--- config.mk ---
export PLATFORM = sky130hd
export DESIGN_NAME = req_priority_arbiter
export DESIGN_NICKNAME = d
export VERILOG_FILES = /design/src/rtl/req_priority_arbiter.sv
export SDC_FILE = /design/constraint.sdc
export NUM_CORES = 1
export LEC_CHECK = 0
export ABC_AREA = 1
export BUFFER_PORTS_ARGS = -buffer_cell sky130_fd_sc_hd__clkbuf_2
export CORE_MARGIN = 2
export CORE_UTILIZATION = 50
export DETAILED_ROUTE_END_ITERATION = 8
export PLACE_DENSITY_LB_ADDON = 0.15
export SETUP_SLACK_MARGIN = 0.2
export SLEW_MARGIN = 0
export SYNTH_ARGS = -nofsm -noshare
export SYNTH_HDL_FRONTEND = slang
export SYNTH_SLANG_ARGS = --single-unit
--- constraint.sdc ---
create_clock -name clk -period 2.2 [get_ports clk]
set_input_delay 0.33 -clock clk [delete_from_list [all_inputs] [get_ports clk]]
set_output_delay 0.33 -clock clk [all_outputs]
set_load 0.01 [all_outputs]
--- src/rtl/req_priority_arbiter.sv ---
// ============================================================================
// Module  : req_priority_arbiter
// Brief   : 8-requester arbiter, fixed (bit 7 highest) or round-robin pick,
//           registered hold-while-requesting grants bounded by MAX_HOLD.
// Revision: 1.0 - initial release
// ============================================================================
`default_nettype none

module req_priority_arbiter #(
  parameter int MAX_HOLD = 16,
  parameter int CNT_W    = 8
) (
  input  logic       clk,
  input  logic       rst_n,
  input  logic [7:0] req,
  input  logic       mode,
  output logic [7:0] grant,
  output logic [2:0] grant_id,
  output logic       grant_valid,
  output logic       preempt
);

  typedef enum logic [0:0] {
    IDLE = 1'b0,
    BUSY = 1'b1
  } state_t;

  localparam logic [CNT_W-1:0] c_hold_last = CNT_W'(MAX_HOLD - 1);

  state_t           r_state, w_state_nxt;
  logic [CNT_W-1:0] r_hold_cnt, w_hold_nxt;
  logic [2:0]       r_last_id, w_last_nxt;
  logic [7:0]       w_grant_nxt;
  logic [2:0]       w_id_nxt;
  logic             w_valid_nxt;
  logic             w_preempt_nxt;
  logic [7:0]       w_others;
  logic [7:0]       w_cand;
  logic [2:0]       w_win;
  logic             w_owner_req;

  // Round-robin walks downward from last-1 and ends at last itself; iterating
  // from the farthest distance lets the nearest hit overwrite earlier ones.
  function automatic logic [2:0] pick(input logic [7:0] c, input logic rr,
                                      input logic [2:0] last);
    logic [2:0] idx;
    logic [2:0] j;
    idx = '0;
    if (rr) begin
      for (int k = 8; k >= 1; k--) begin
        j = last - 3'(k);
        if (c[j]) idx = j;
      end
    end else begin
      for (int i = 0; i < 8; i++) begin
        if (c[i]) idx = 3'(i);
      end
    end
    return idx;
  endfunction

  assign w_owner_req = req[grant_id];
  assign w_others    = req & ~grant;
  // While the owner still requests, only a hold expiry arbitrates, and then
  // the owner is excluded from the candidates.
  assign w_cand      = (r_state == BUSY && w_owner_req) ? w_others : req;
  assign w_win       = pick(w_cand, mode, r_last_id);

  always_comb begin
    w_state_nxt   = r_state;
    w_hold_nxt    = r_hold_cnt;
    w_last_nxt    = r_last_id;
    w_grant_nxt   = grant;
    w_id_nxt      = grant_id;
    w_valid_nxt   = grant_valid;
    w_preempt_nxt = 1'b0;
    case (r_state)
      IDLE: begin
        if (req != 8'd0) begin
          w_state_nxt = BUSY;
          w_grant_nxt = 8'b1 << w_win;
          w_id_nxt    = w_win;
          w_valid_nxt = 1'b1;
          w_hold_nxt  = '0;
          w_last_nxt  = w_win;
        end
      end
      BUSY: begin
        if (w_owner_req) begin
          if (r_hold_cnt == c_hold_last) begin
            w_hold_nxt = '0;
            if (w_others != 8'd0) begin
              w_grant_nxt   = 8'b1 << w_win;
              w_id_nxt      = w_win;
              w_last_nxt    = w_win;
              w_preempt_nxt = 1'b1;
            end
          end else begin
            w_hold_nxt = r_hold_cnt + CNT_W'(1);
          end
        end else if (req != 8'd0) begin
          w_grant_nxt = 8'b1 << w_win;
          w_id_nxt    = w_win;
          w_last_nxt  = w_win;
          w_hold_nxt  = '0;
        end else begin
          w_state_nxt = IDLE;
          w_grant_nxt = 8'd0;
          w_id_nxt    = 3'd0;
          w_valid_nxt = 1'b0;
          w_hold_nxt  = '0;
        end
      end
      default: w_state_nxt = IDLE;
    endcase
  end

  always_ff @(posedge clk or negedge rst_n) begin
    if (!rst_n) begin
      r_state     <= IDLE;
      r_hold_cnt  <= '0;
      r_last_id   <= 3'd0;
      grant       <= 8'd0;
      grant_id    <= 3'd0;
      grant_valid <= 1'b0;
      preempt     <= 1'b0;
    end else begin
      r_state     <= w_state_nxt;
      r_hold_cnt  <= w_hold_nxt;
      r_last_id   <= w_last_nxt;
      grant       <= w_grant_nxt;
      grant_id    <= w_id_nxt;
      grant_valid <= w_valid_nxt;
      preempt     <= w_preempt_nxt;
    end
  end

endmodule

`default_nettype wire

== Word level (Yosys, flattened, before mapping) ==
Cells that the tools add are included.
Cells by class
  add/subtract/negate cells: 8
  magnitude comparators: 9
  eq/ne operators: 6
  shifts and indexed selects: 1
  multiplexer cells: 65
  bitwise logic cells: 3
  reduce and logical (&&, ||, !) cells: 6
Operators with widths (number)
  8-bit two-way mux: 9
  3-bit two-way mux: 22
  3-bit by 4-bit less-than comparator with 1-bit output (second input constant): 9
  8-bit one-hot mux with 2 select lines: 2
  1-bit binary-select mux with 3-bit select: 9
  1-bit two-way mux: 19
  8-bit nonzero test: 2
  3-bit one-hot mux with 2 select lines: 2
  3-bit subtractor (second input constant): 4
  8-bit by 1-bit adder with 8-bit output (second input constant): 1
  8-bit AND: 1
  8-bit by 4-bit equality test with 1-bit output (second input constant): 1
  8-bit inverter: 1
  1-bit by 3-bit left shift with 8-bit output (first input constant): 1
  2-bit inequality test (second input constant): 3
  3-bit by 2-bit inequality test with 1-bit output (second input constant): 2
  3-bit AND reduction: 2
  3-bit by 2-bit subtractor with 3-bit output (second input constant): 2
  1-bit one-hot mux with 2 select lines: 2
  3-bit by 1-bit subtractor with 3-bit output (second input constant): 1
  2-bit AND reduction: 1
  1-bit logical AND: 1
  1-bit inverter: 1
Word-level totals
  register bits after elaboration: 25
  input bits: 11
  output and inout bits: 13
  word-level logic and storage cells: 105

== Depth between registers and ports, before layout ==
Gate-level depths: netlist of run 1.
  word-level depth: 20
  gate-level depth with buffers: 27
  mapped depth without buffers: 26

== Worst setup path before layout of run 1 ==
No wires, ideal clock.
  path kind: reg2reg
  start point: register r_last_id[1]
  end point: register r_last_id[1]
  data arrival time: 2142 ps
  required time: 2080 ps
  slack: -62 ps
  cell stages (with the launch flop): 19
  buffers on the path: 2
  cells stage by stage: dfrtp_1 > buf_2 > clkinv_1 > ha_1 > buf_2 > inv_1 > nand2_1 > nand3_1 > nand2_2 > a21oi_2 > nand3_1 > nand2_1 > nand2_1 > nand2_1 > nand2_1 > nand2_1 > nand2_2 > o21ai_0 > inv_1
Between the ends
  word-level cells in the longest chain between the ends: 15
  elaborated cells between the ends (all ways): 37
  those cells by class: add/sub: 7; mux: 30
Ends and longest elaborated chain
  start, declared: RTL line 32  | logic [2:0] r_last_id, w_last_nxt;
  start signal, assigned: RTL line 130  | r_last_id <= w_last_nxt;
  3-bit subtractor or 1-bit binary-select mux with 3-bit select (tied branches): RTL line 51, 52
  1-bit binary-select mux with 3-bit select or 1-bit two-way mux (tied branches): RTL line 52  | if (c[j]) idx = j;
  1-bit two-way mux (not written as such) or 3-bit two-way mux (tied branches): RTL line 52
  3-bit two-way mux (7 in series): RTL line 52
  3-bit two-way mux: RTL line 49  | if (rr) begin
  3-bit two-way mux: RTL line 92  | if (w_others != 8'd0) begin
  3-bit two-way mux: RTL line 90  | if (r_hold_cnt == c_hold_last) begin
  3-bit two-way mux: RTL line 89  | if (w_owner_req) begin
  3-bit one-hot mux with 2 select lines *: RTL line 77  | case (r_state)
Mark *: on every way between the ends. The rest lies on a longest branch, timed or not. The select of a mux whose other input is x is not followed.
A chain may end at the register's enable or synchronous reset.

== Worst setup path after layout of run 1 ==
  start point: register grant_id[0]
  end point: register grant[5]
Between the ends
  word-level cells in the longest chain between the ends: 20
  elaborated cells between the ends (all ways): 46
  those cells by class: eq/ne: 2; shift: 1; mux: 41; reduce/logical: 2
Ends and longest elaborated chain
  start, declared: RTL line 18  | output logic [2:0] grant_id,
  start signal, assigned: RTL line 132  | grant_id <= w_id_nxt;
  1-bit binary-select mux with 3-bit select *: RTL line 62  | assign w_owner_req = req[grant_id];
  1-bit two-way mux (not written as such) *: RTL line 62
  1-bit logical AND: RTL line 66  | assign w_cand = (r_state == BUSY && w_owner_req) ? w_others : req;
  8-bit two-way mux: RTL line 66
  1-bit binary-select mux with 3-bit select: RTL line 52
  1-bit two-way mux (not written as such): RTL line 52
  3-bit two-way mux (8 in series): RTL line 52
  3-bit two-way mux: RTL line 49
  1-bit by 3-bit left shift with 8-bit output: RTL line 81, 93, 102
  8-bit two-way mux: RTL line 92
  8-bit two-way mux: RTL line 90
  8-bit two-way mux: RTL line 89
  8-bit one-hot mux with 2 select lines: RTL line 77
  end signal, assigned: RTL line 131  | grant <= w_grant_nxt;
  end, declared: RTL line 17  | output logic [7:0] grant,
Marked as above.

==> run summary, run 1 <==
The run gives 2.72 ns as the arrival time at the worst endpoint. The first detailed-routing pass took 4 iterations. The worst min-delay path category was primary input to asynchronous set/reset pin. Synthesis produced a netlist with a net count of 348.

STA puts the critical path data required time at 2.40 ns. Source of the critical timing path: grant_id[0]$_DFFE_PN0P_. The shortest clock period the worst path allows after layout came out at 2.52 ns. The estimated wirelength of the detail-placed design was 4540 um.

The clock sink count came out at 25. The area growth from synthesis to final layout is 39.3%. The mapped cell area was 2090 sq um. TritonCTS built the clock tree. The total count of hold-check failures in the final report came out at 0. In this run the critical register-to-register path is launched from grant_id[0]$_DFFE_PN0P_. The internal reg-to-reg setup slack was -0.32 ns.

Leading cell type by number of instances after synthesis: sky130_fd_sc_hd__nand2_1. By area the synthesized netlist is led by sky130_fd_sc_hd__dfrtp_1, sky130_fd_sc_hd__nand2_1, sky130_fd_sc_hd__nand3_1. For the area taken by multi-input logic gates, the log shows 1500 sq um. For this run, the number of Yosys warnings is 0.

For this run, design rule violations remaining after detail routing come to 0. The number of maximum-capacitance violations is 0. The count of antenna diodes in the layout is 0, and the number of placement rows is 23. The final reports fail on negative setup slack. Sequential elements use 30.0% of the synthesized area. Clock tree synthesis inserted a total of 3 buffers. The count of flip-flops with a built-in enable after synthesis is 0. In this run the vertical extent of the chip is 68.6 um. In this run the critical register-to-register path is captured at grant[5]$_DFFE_PN0P_.

After detailed routing, the average wire length per cell comes to 13.1 um. Of all nets on the critical path, the largest fanout is 6. The top cell type by area accounts for 30.0% of the synthesized area.

The nature of the critical path startpoint was a flip-flop. The violation count after the first detailed-route iteration was 108. The clock-pin slew on the worst setup and hold paths is 0.09 ns. The clock passes through at most 2 buffers. The largest net degree at the start of global routing was 26. Setup repair after global routing could not meet its margin everywhere. The largest area contributor in the synthesized netlist is sky130_fd_sc_hd__dfrtp_1. The share of the cycle needed by the critical path after routing came out at 115%. Using the TritonRoute via totals, the vias-per-cell ratio works out to 5.22. The final design area excluding fillers was 2910 sq um; the via count was 2366. At the pin with the least slew margin, the transition time is 0.632 ns.

The tools report the final weighted congestion of routability-driven global placement as 0.915. The wire length after detailed routing came out at 5950 um. The worst setup path is of the flip-flop to flip-flop kind.

The area taken by flip-flops and latches was 627 sq um. The worst setup path endpoint was grant[5]$_DFFE_PN0P_. In this run the standard cell core region covers 4000 sq um. Fill cells in the final layout number 322. After synthesis the netlist holds a flip-flop and latch count of 25. The starting density of the core came out at 52.2%.

The initial antenna violation count was 0; the remaining antenna violation count was 0. The H-tree level count is 1. In this run the horizontal extent of the chip is 68.6 um.

The number of distinct standard cells referenced by the synthesized netlist was 31; the boundary pin count was 24. At the later pin of the worst-skew pair, clock insertion delay measures 0.27 ns. For this run, asynchronously set or reset flops after synthesis account for 100%.

Synthesis produced a netlist whose cell count is 334. The wire length of the first global-routing pass was 9380 um; the maximum frequency from static timing analysis was 0.396 GHz. Between clock sinks in the finished design, the worst skew comes to 0.00283 ns. The area of the die came out at 4710 sq um. In the synthesized netlist the dominant register cell turns out to be sky130_fd_sc_hd__dfrtp_1. The worst setup path is captured at a flip-flop.

In this run the tightest slew margin relative to its limit is 57.9%. The tools report the number of max-slew violations in the final report as 0. For the final routed database, the setup TNS stands at -3.67 ns.

Ranked by instance count, the synthesized netlist is headed by sky130_fd_sc_hd__nand2_1, sky130_fd_sc_hd__inv_1, sky130_fd_sc_hd__nand3_1, sky130_fd_sc_hd__dfrtp_1, sky130_fd_sc_hd__nor2_1. The worst register-to-register path has a depth of 24. The setup-violating endpoint count in the final report is 14, and the number of nets at the end of the flow is 418.

The via count of the first global-routing pass is 2164, and the number of I/O port buffers is 23. In the global route stage, overall resource usage came out at 26.7%. The tools report the slack of the critical path as -0.323 ns. After global routing the overflow that remains totals 0. The run gives 2560 sq um as the instance area at placement. CTS placed an instance of sky130_fd_sc_hd__clkbuf_8 at the clock tree root. Of the cells placed in the final design, the portion with a size suffix greater than 1 is 38.5%. The synthesized area per cell works out to 6.25 sq um.

The run finished, with violations left.
## metrics by stage
step                      utilization [%]  hold slack [ns]  setup WS [ns]  instances
after floorplan                         -           0.0344         0.0324        334
after global placement               63.9            0.374         -0.256        444
after detailed placement             63.9            0.375         -0.282        444
after CTS                            67.2           0.0775         -0.206        450
after global routing                 72.7            0.114         -0.502        453
final                                72.7           0.0592         -0.323        453
## state kept, by name (all words and copies together) (netlist names)
signal / count
grant: 8
r_last_id: 3
r_hold_cnt: 8
grant_id: 3
r_state: 1
preempt: 1
grant_valid: 1
## worst max-delay path: stages, from the launching register on
cell,delay [ns]
sky130_fd_sc_hd__dfrtp_2,0.46
sky130_fd_sc_hd__inv_4,0.09
sky130_fd_sc_hd__nand2_2,0.05
sky130_fd_sc_hd__nand2_2,0.05
sky130_fd_sc_hd__nand2_2,0.06
sky130_fd_sc_hd__nand3_4,0.08
sky130_fd_sc_hd__nand3_4,0.13
sky130_fd_sc_hd__buf_6,0.16
sky130_fd_sc_hd__nand2_4,0.06
sky130_fd_sc_hd__nand3_4,0.07
sky130_fd_sc_hd__nand2_2,0.06
sky130_fd_sc_hd__nand2_2,0.06
sky130_fd_sc_hd__nand3_2,0.07
sky130_fd_sc_hd__nand2_2,0.08
sky130_fd_sc_hd__inv_2,0.09
sky130_fd_sc_hd__nand2_1,0.05
sky130_fd_sc_hd__nand2_1,0.06
sky130_fd_sc_hd__nand2_1,0.05
sky130_fd_sc_hd__nand2_1,0.07
sky130_fd_sc_hd__nand2_2,0.06
sky130_fd_sc_hd__a21oi_2,0.14
sky130_fd_sc_hd__nand2_2,0.07
sky130_fd_sc_hd__nand2_4,0.13
sky130_fd_sc_hd__nand2_2,0.07
sky130_fd_sc_hd__o21bai_1,0.15
## repair_timing
| item | 4_1_cts | 5_1_grt |
|---|---|---|
| pin swaps | 10 | 17 |
| hold buffers | 0 | 0 |
| buffers inserted | 1 | 3 |
| cloned | 1 | 0 |
| hold endpoints to repair | 0 | 0 |
| setup endpoints to repair | 14 | 14 |
| gates resized for setup | 22 | 49 |
## cell families after synthesis
| family | count (synthesis) | synth area share (%) |
|---|---|---|
| AND/OR/NAND/NOR | 202 | 43.9 |
| buffers and inverters | 59 | 11.6 |
| AO/OA/AOI/OAI | 40 | 10.7 |
| flip-flops | 25 | 30.0 |
| XOR/XNOR | 5 | 2.10 |
| adder cells (fa/ha/maj) | 3 | 1.80 |
## layout by cell type, fill, tap and decap left out, types with 8 or more instances in the layout
master                     count
sky130_fd_sc_hd__nand3_2      18
sky130_fd_sc_hd__a21oi_1      11
sky130_fd_sc_hd__clkbuf_2     23
sky130_fd_sc_hd__nor2_1       16
sky130_fd_sc_hd__nand3_1      23
sky130_fd_sc_hd__nand2_2      29
sky130_fd_sc_hd__nor3_1        8
sky130_fd_sc_hd__nand2_1      85
sky130_fd_sc_hd__inv_1        49
sky130_fd_sc_hd__dfrtp_1      24
sky130_fd_sc_hd__o21ai_0      11
sky130_fd_sc_hd__buf_4        45
## layer usage
layer / vias up / track usage, % / wire [um]
met5: - / 0 / 0
li1: 1208 / - / -
met2: 68 / 44.4 / 2840
met1: 1072 / 34.9 / 2660
met3: 18 / 2.44 / 231
met4: 0 / 12.8 / 221
## how the worst min path moves through the flow
| stage | start | to | slack, ns | depth (start not counted) |
|---|---|---|---|---|
| 6_report | rst_n | r_hold_cnt[6]$_DFFE_PN0P_ | 0.06 | 1 |
| 3_3_place_gp | rst_n | r_hold_cnt[7]$_DFFE_PN0P_ | 0.37 | 1 |
| 3_5_place_dp | rst_n | r_hold_cnt[6]$_DFFE_PN0P_ | 0.38 | 1 |
| 5_1_grt | rst_n | r_hold_cnt[5]$_DFFE_PN0P_ | 0.11 | 1 |
| 2_1_floorplan | rst_n | grant[0]$_DFFE_PN0P_ | 0.03 | 0 |
| 4_1_cts | rst_n | r_hold_cnt[6]$_DFFE_PN0P_ | 0.08 | 1 |
## area by class of cell
class / instances / area share [%]
timing repair buffer: 69 / 16.0
multi-input combinational: 251 / 51.4
tap: 50 / 2.15
sequential: 25 / 21.5
clock buffer: 3 / 1.42
clock inverter: 1 / 0.258
inverter: 54 / 7.23
Power of run 1 is not shown: default switching activity piles up to over one toggle a cycle in this logic, so the estimate is an artifact.
==> run 2: changes to the inputs <==
- ABC_CLOCK_PERIOD_IN_PS: default -> 2200
- TNS_END_PERCENT: default -> 30
==> run 2 against run 1 <==
- the run still ends with negative setup slack left
- register-to-register slack better by 0.03 ns
- final cell count is 0.66% lower
- sequential share of layout area is 1.1 points higher
- clock skew is 0.0034 ns higher
- global-route usage is 0.26 points higher
- die area stayed put
- critical path depth is 2 lower
- critical path type unchanged
==> run summary, run 2 (same netlist as run 1, synthesis figures left out) <==
The flow ran to the end, but the final reports show violations. The checks that failed: negative setup slack. The transition at the pin with the smallest max-transition slack was 0.643 ns (+0.0113 ns). For the total core area, the log shows 4000 sq um (unchanged).

The instance area at placement was 2560 sq um (+0.29%). Via count: 2397 (+1.3%). Source-to-sink clock delay at the later pin of the worst-skew pair: 0.28 ns (about the same). Worst setup path endpoint: grant[1]$_DFFE_PN0P_.

The clock-pin slew on the worst setup and hold paths was 0.10 ns (about the same). The boundary pin count is 24 (unchanged), and the shortest clock period the worst path allows after layout is 2.49 ns (-0.0311 ns). The logs give 9630 um (+2.6%) for the wire length of the first global-routing pass and 0.902 (-1.5%) for the final weighted congestion of routability-driven global placement. The area of the die is 4710 sq um (unchanged), and the remaining antenna violation count is 0 (unchanged).

The run gives 3 (unchanged) as the number of buffers inserted during clock tree synthesis. The first-pass detailed-route iteration total is 4 (unchanged). In the final layout, the registers with the most flip-flops are grant (8), r_hold_cnt (8). The internal reg-to-reg setup slack is -0.29 ns (+0.03 ns). For the global routing usage summed across all routing layers, the log shows 27.0% (+0.26 points). The setup-violating endpoint count in the final report is 14 (unchanged), and the number of standard cells in the final layout excluding fillers is 450 (-0.66%). The final global-route overflow total was 0 (unchanged). For the H-tree level count, the log shows 1 (unchanged). The count of antenna diodes in the layout came out at 0 (unchanged). From synthesis to final layout, the design area changed by 32.5%. The top cell types in the final layout, fill and taps aside, are sky130_fd_sc_hd__nand2_1, sky130_fd_sc_hd__inv_1, sky130_fd_sc_hd__buf_4, sky130_fd_sc_hd__nand3_1, sky130_fd_sc_hd__dfrtp_1.

The arrival time at the worst endpoint is 2.69 ns (-0.03 ns). The total of fill cells in the finished design was 348 (+8.1%). The tools report the number of max-slew violations in the final report as 0 (unchanged).

Commonest non-fill, non-tap cell in the layout: sky130_fd_sc_hd__nand2_1. The cell total after placement is 445 (+0.23%). Number of remaining DRC errors: 0 (unchanged).

The number of nets at the end of the flow was 415 (-0.72%). The maximum clock skew at final layout was 0.00624 ns (+0.00341 ns). The post-detailed-route wirelength per cell was 13.1 um (about the same).

The max-slew headroom at the worst pin is 57.1% (-0.75 points). The tools report the nature of the critical path startpoint as a flip-flop. Setup repair after global routing could not meet its margin everywhere. Beginning of the worst register-to-register path: grant_id[0]$_DFFE_PN0P_. The worst register-to-register path ends at grant[1]$_DFFE_PN0P_. The slack of the critical path was -0.292 ns (+0.0311 ns).

The clock sink count was 25 (unchanged); the maximum net fanout on the critical path was 6 (unchanged). TritonCTS built the clock tree. The tools report the via count of the first global-routing pass as 2197 (+1.5%).

The run gives 0 (unchanged) as the total count of hold-check failures in the final report. The maximum frequency from static timing analysis was 0.401 GHz (+1.2%); the number of maximum-capacitance violations was 0 (unchanged). The share of the cycle needed by the critical path after routing came out at 113% (-1.4 points). Number of placement rows: 23 (unchanged). For the buffers inserted during post-CTS setup optimization, the log shows 0 (-1). Type of element capturing the critical path: a flip-flop.

The estimated wirelength of the detail-placed design came out at 4560 um (+0.49%). The chip width was 68.6 um (unchanged). The layout cell share with drive strength beyond 1 came out at 32.5% (-6.0 points). The initial antenna violation count was 0 (unchanged).

The run gives 2770 sq um (-4.9%) as the final design area excluding fillers. Worst min-delay path category: primary input to asynchronous set/reset pin. The count of cells along the worst register-to-register path is 22 (-8.3%), and the wire length after detailed routing is 5910 um (-0.67%).

Violation count after the first detailed-route iteration: 150 (+39%). The logs give 2 (unchanged) for the maximum number of buffers from clock root to sink and 2.40 ns (about the same) for the required time at the worst-slack endpoint. The run gives 52.2% (unchanged) as the starting density of the core. Clock root buffer master: sky130_fd_sc_hd__clkbuf_8.

The number of I/O port buffers came out at 23 (unchanged). Via-per-instance ratio: 5.33 (+2.0%). The hold-fix buffer count after cts was 0 (unchanged). The die height works out to 68.6 um (unchanged). The critical path is of the flip-flop to flip-flop type. The largest net degree at the start of global routing was 26 (unchanged). The tools report the source of the critical timing path as grant_id[0]$_DFFE_PN0P_.
[run 2: cell count changes in the layout (fill, tap and decap cells not counted), moves of 2 or more]
cell | before | now
sky130_fd_sc_hd__o21ai_2 | 5 | 1
sky130_fd_sc_hd__nor2_1 | 16 | 18
sky130_fd_sc_hd__nand2_1 | 85 | 95
sky130_fd_sc_hd__nand3_4 | 6 | 3
sky130_fd_sc_hd__nand2_2 | 29 | 20
sky130_fd_sc_hd__nand3_1 | 23 | 27
sky130_fd_sc_hd__o21ai_1 | 2 | 6
sky130_fd_sc_hd__buf_4 | 45 | 42
[run 2: cell type report]
type | count | area (sq um) | share of cell area, %
Timing Repair Buffer | 66 | 442 | 16.0
Clock buffer | 3 | 41.3 | 1.49
Inverter | 54 | 210 | 7.59
Clock inverter | 1 | 8.76 | 0.316
Multi-Input combinational cell | 251 | 1380 | 49.7
Sequential cell | 25 | 627 | 22.6
Tap cell | 50 | 62.6 | 2.26
[run 2: routing by layer]
| metal | global-route usage (%) | vias to the layer above | routed length, um |
|---|---|---|---|
| met5 | 0 | - | 0 |
| met4 | 11.3 | 0 | 187 |
| met3 | 2.92 | 18 | 173 |
| met2 | 44.8 | 62 | 2770 |
| met1 | 35.5 | 1109 | 2780 |
| li1 | - | 1208 | - |
[run 2: what timing repair did]
action / CTS / global route
gates cloned: 1 / 0
pin swaps: 8 / 11
endpoints found under the setup margin: 14 / 14
endpoints found under the hold margin: 0 / 0
gates resized for setup: 22 / 22
[run 2: critical path: stages (launching register included)]
cell	delay, ns
sky130_fd_sc_hd__dfrtp_2	0.47
sky130_fd_sc_hd__inv_4	0.09
sky130_fd_sc_hd__nand2_2	0.05
sky130_fd_sc_hd__nand2_1	0.05
sky130_fd_sc_hd__nand2_1	0.05
sky130_fd_sc_hd__nand3_2	0.10
sky130_fd_sc_hd__nand3_4	0.14
sky130_fd_sc_hd__buf_6	0.16
sky130_fd_sc_hd__nand2_4	0.06
sky130_fd_sc_hd__nand3_2	0.07
sky130_fd_sc_hd__nand2_2	0.08
sky130_fd_sc_hd__nand2_1	0.07
sky130_fd_sc_hd__nand3_1	0.09
sky130_fd_sc_hd__nand2_2	0.08
sky130_fd_sc_hd__a21oi_2	0.10
sky130_fd_sc_hd__nand3_1	0.07
sky130_fd_sc_hd__nand2_1	0.06
sky130_fd_sc_hd__nand2_1	0.05
sky130_fd_sc_hd__nand2_1	0.07
sky130_fd_sc_hd__nand2_2	0.06
sky130_fd_sc_hd__a21oi_2	0.21
sky130_fd_sc_hd__nand2_2	0.09
sky130_fd_sc_hd__o21bai_1	0.15
[run 2: worst min path at each step]
stage / from / to / cells after the start
after global routing: rst_n / r_hold_cnt[7]$_DFFE_PN0P_ / 1
after detailed placement: rst_n / r_hold_cnt[7]$_DFFE_PN0P_ / 1
final: rst_n / r_hold_cnt[7]$_DFFE_PN0P_ / 1
after global placement: rst_n / r_hold_cnt[7]$_DFFE_PN0P_ / 1
after floorplan: rst_n / grant[0]$_DFFE_PN0P_ / 0
after CTS: rst_n / r_hold_cnt[7]$_DFFE_PN0P_ / 1
[run 2: metrics by stage]
| stage | hold slack (ns) | setup slack (ns) | utilization [%] | TNS [ns] |
|---|---|---|---|---|
| 3_5_place_dp | 0.375 | -0.289 | 64.1 | -3.22 |
| 3_3_place_gp | 0.370 | -0.258 | 64.1 | -2.67 |
| 6_report | 0.0537 | -0.292 | 69.2 | -3.58 |
| 4_1_cts | 0.0675 | -0.248 | 67.4 | -3.03 |
| 5_1_grt | 0.106 | -0.530 | 69.2 | -6.74 |
| 2_1_floorplan | 0.0344 | 0.0324 | - | 0 |
Power of run 2 is left out for the same reason.
==> run 3: changes to the inputs <==
- SETUP_SLACK_MARGIN: 0.2 -> 0.5
==> run 3 against run 2 <==
- the run still ends with negative setup slack left
- worst setup slack barely moved
- via count rose by 0.54%
- critical path depth did not move
- sequential cell count did not move
- first-iteration DRC count rose by 13%
- die area did not move
- worst hold slack got worse by 0.0029 ns
- final area rose by 2.7%
- non-clock buffer count did not move
- count of clock-buffer cells in the layout did not move
- wire length rose by 1.3%
==> run summary, run 3 (same netlist as run 1, synthesis figures left out) <==
The cell that appears most often on the critical path is sky130_fd_sc_hd__nand2_1. Highest-utilization routing layer at the global route stage: met2. The source of the critical timing path is grant_id[0]$_DFFE_PN0P_.

The first-pass detailed-route iteration total came out at 4 (unchanged). The worst setup slack before clock tree synthesis was -0.289 ns (unchanged). On the critical path, the stage with the largest delay is an instance of sky130_fd_sc_hd__dfrtp_2.

The number of buffers inserted during clock tree synthesis was 3 (unchanged); the area growth from synthesis to final layout was 36.1%. The signal on the critical path passes through inv_4 -> nand2_2 -> nand2_1 -> nand2_1 -> nand3_2 -> nand3_4 -> buf_6 -> nand2_4 -> nand3_2 -> nand2_2 -> nand2_1 -> nand3_1 -> nand2_2 -> a21oi_2 -> nand3_1 -> nand2_1 -> nand2_1 -> nand2_1 -> nand2_2 -> a21oi_2 -> nand2_2 -> o21bai_1. The endpoint identified for the worst register-to-register timing path is grant[1]$_DFFE_PN0P_.

The number of placement rows was 23 (unchanged); the number of I/O port buffers was 23 (unchanged). Total count of hold-check failures in the final report: 0 (unchanged). The via-per-instance ratio works out to 5.36 (+0.54%).

The layout cell share with drive strength beyond 1 was 36.5% (+4.0 points). The violation count after the first detailed-route iteration was 170 (+13%); the shortest clock period the worst path allows after layout was 2.49 ns (+0.000308 ns). The number of gates on the worst path with buffers counted works out to 22 (unchanged).

Number of standard cells in the final layout excluding fillers: 450 (unchanged). The number of nets at the end of the flow is 415 (unchanged), and the maximum number of buffers from clock root to sink is 2 (unchanged). The count of antenna diodes in the layout is 0 (unchanged), and the count of cells along the worst register-to-register path is 22 (unchanged).

The tools report the remaining antenna violation count as 0 (unchanged). Number of buffer and inverter stages on the critical path: 2 (unchanged). The run gives 445 (unchanged) as the cell total after placement.

The total of fill cells in the finished design came out at 339 (-2.6%). The post-detailed-route wirelength per cell works out to 13.3 um (+1.3%). In this run the clock root is driven by a sky130_fd_sc_hd__clkbuf_8. The logs give 0.28 ns (about the same) for the source-to-sink clock delay at the later pin of the worst-skew pair and -3.57 ns (+0.00552 ns) for the sum of negative setup slack. The number of remaining DRC errors is 0 (unchanged). Leaving out fill and tap cells, the most frequent cell in the layout is sky130_fd_sc_hd__nand2_1. The initial antenna violation count is 0 (unchanged). The wire length after detailed routing was 5990 um (+1.3%); the chip width was 68.6 um (unchanged). The total core area is 4000 sq um (unchanged), and the via count is 2410 (+0.54%).

For the arrival time at the worst endpoint, the log shows 2.69 ns (about the same). Transition at the pin with the smallest max-transition slack: 0.631 ns (-0.0127 ns). For the maximum clock skew at final layout, the log shows 0.00670 ns (+0.000464 ns). STA classifies the critical path startpoint as a flip-flop.

Beginning of the worst register-to-register path: grant_id[0]$_DFFE_PN0P_. The worst min-delay path category was primary input to asynchronous set/reset pin. The run gives 0.401 GHz (about the same) as the maximum frequency from static timing analysis.

The checks that failed: negative setup slack. The area of the die is 4710 sq um (unchanged). The logs give 0.902 (unchanged) for the final weighted congestion of routability-driven global placement and 14 (unchanged) for the setup-violating endpoint count in the final report. The H-tree level count came out at 1 (unchanged). The logs give 45.0% (+0.12 points) for the met2 usage and 52.2% (unchanged) for the starting density of the core.

The longest individual stage delay on the worst path works out to 0.47 ns (about the same). The run gives 2.92% (unchanged) as the global routing met3 resource utilization. For the number of maximum-capacitance violations, the log shows 0 (unchanged). The clock-pin slew on the worst setup and hold paths came out at 0.10 ns (about the same). The via count of the first global-routing pass is 2202 (+0.23%). On the critical path the largest part of the delay comes from simple AND/OR/NAND/NOR gates. The required time at the worst-slack endpoint came out at 2.40 ns (about the same). Setup repair after global routing could not meet its margin everywhere.

The buffers inserted during post-CTS setup optimization was 0 (unchanged). The library cells used most frequently in the layout, excluding fill and tap cells, are sky130_fd_sc_hd__nand2_1, sky130_fd_sc_hd__inv_1, sky130_fd_sc_hd__buf_4, sky130_fd_sc_hd__nand3_1, sky130_fd_sc_hd__dfrtp_1. For the max-slew headroom at the worst pin, the log shows 58.0% (+0.85 points). Die height: 68.6 um (unchanged). Type of element capturing the critical path: a flip-flop. For the slack of the critical path, the log shows -0.293 ns (-0.000308 ns). TritonCTS built the clock tree. The logs give 25 (unchanged) for the clock sink count and 24 (unchanged) for the boundary pin count. The tools report the wire length of the first global-routing pass as 9640 um (+0.15%). The largest registers in the layout are grant (8), r_hold_cnt (8). For the met1 routing resource usage after global routing, the log shows 35.5% (unchanged).

The final global-route overflow total is 0 (unchanged), and the estimated wirelength of the detail-placed design is 4560 um (unchanged). The maximum net fanout on the critical path was 6 (unchanged). The internal reg-to-reg setup slack is -0.29 ns (about the same). The critical path in this run is classified as flip-flop to flip-flop. The critical path ends at grant[1]$_DFFE_PN0P_. For the number of max-slew violations in the final report, the log shows 0 (unchanged). For the global routing usage summed across all routing layers, the log shows 27.0% (+0.034 points). The largest net degree at the start of global routing came out at 26 (unchanged). The flow ran to the end, but the final reports show violations. The share of the cycle needed by the critical path after routing works out to 113% (about the same).
## run 3: changes by cell type in the layout (fill, tap and decap cells not counted), moves of 2 or more
| cell | before | now |
|---|---|---|
| sky130_fd_sc_hd__nand2_2 | 20 | 23 |
| sky130_fd_sc_hd__nor2_4 | 0 | 2 |
| sky130_fd_sc_hd__nand2_1 | 95 | 92 |
| sky130_fd_sc_hd__nor2_1 | 18 | 15 |
| sky130_fd_sc_hd__nor3_2 | 0 | 6 |
| sky130_fd_sc_hd__nor3_1 | 9 | 3 |
## run 3: through the flow
stage / util (%) / hold slack, ns / area [sq um]
floorplan: - / 0.0344 / 2100
global placement: 64.1 / 0.370 / 2560
detailed placement: 64.1 / 0.375 / 2560
CTS: 67.5 / 0.0675 / 2700
global route: 71.0 / 0.107 / 2840
finish: 71.0 / 0.0508 / 2840
## run 3: cell type report
cell class              count  area, sq um  share of cell area [%]
repair buffers             66          442                    15.5
inverters                  54          214                    7.53
flip-flops and latches     25          627                    22.1
clock buffers               3         41.3                    1.45
clock inverters             1         8.76                   0.308
multi-input cells         251         1450                    50.9
well taps                  50         62.6                    2.20
## run 3: routing by layer
metal  share of wire [%]  up-vias
li1                    -     1207
met1                  44     1100
met2                  48       83
met3                 4.5       20
met4                 3.4        0
met5                   0        -
## run 3: worst min path at each step
stage           from                   endpoint  slack, ns  depth (start not counted)
6_report       rst_n  r_hold_cnt[3]$_DFFE_PN0P_       0.05                          1
5_1_grt        rst_n  r_hold_cnt[7]$_DFFE_PN0P_       0.11                          1
4_1_cts        rst_n  r_hold_cnt[7]$_DFFE_PN0P_       0.07                          1
3_5_place_dp   rst_n  r_hold_cnt[7]$_DFFE_PN0P_       0.37                          1
3_3_place_gp   rst_n  r_hold_cnt[7]$_DFFE_PN0P_       0.37                          1
2_1_floorplan  rst_n       grant[0]$_DFFE_PN0P_       0.03                          0
## run 3: timing repair
item	CTS	global route
hold buffers	0	0
setup endpoints to repair	19	20
gates resized for setup	24	39
pin swaps	8	19
cloned	1	0
Power of run 3 is left out for the same reason.
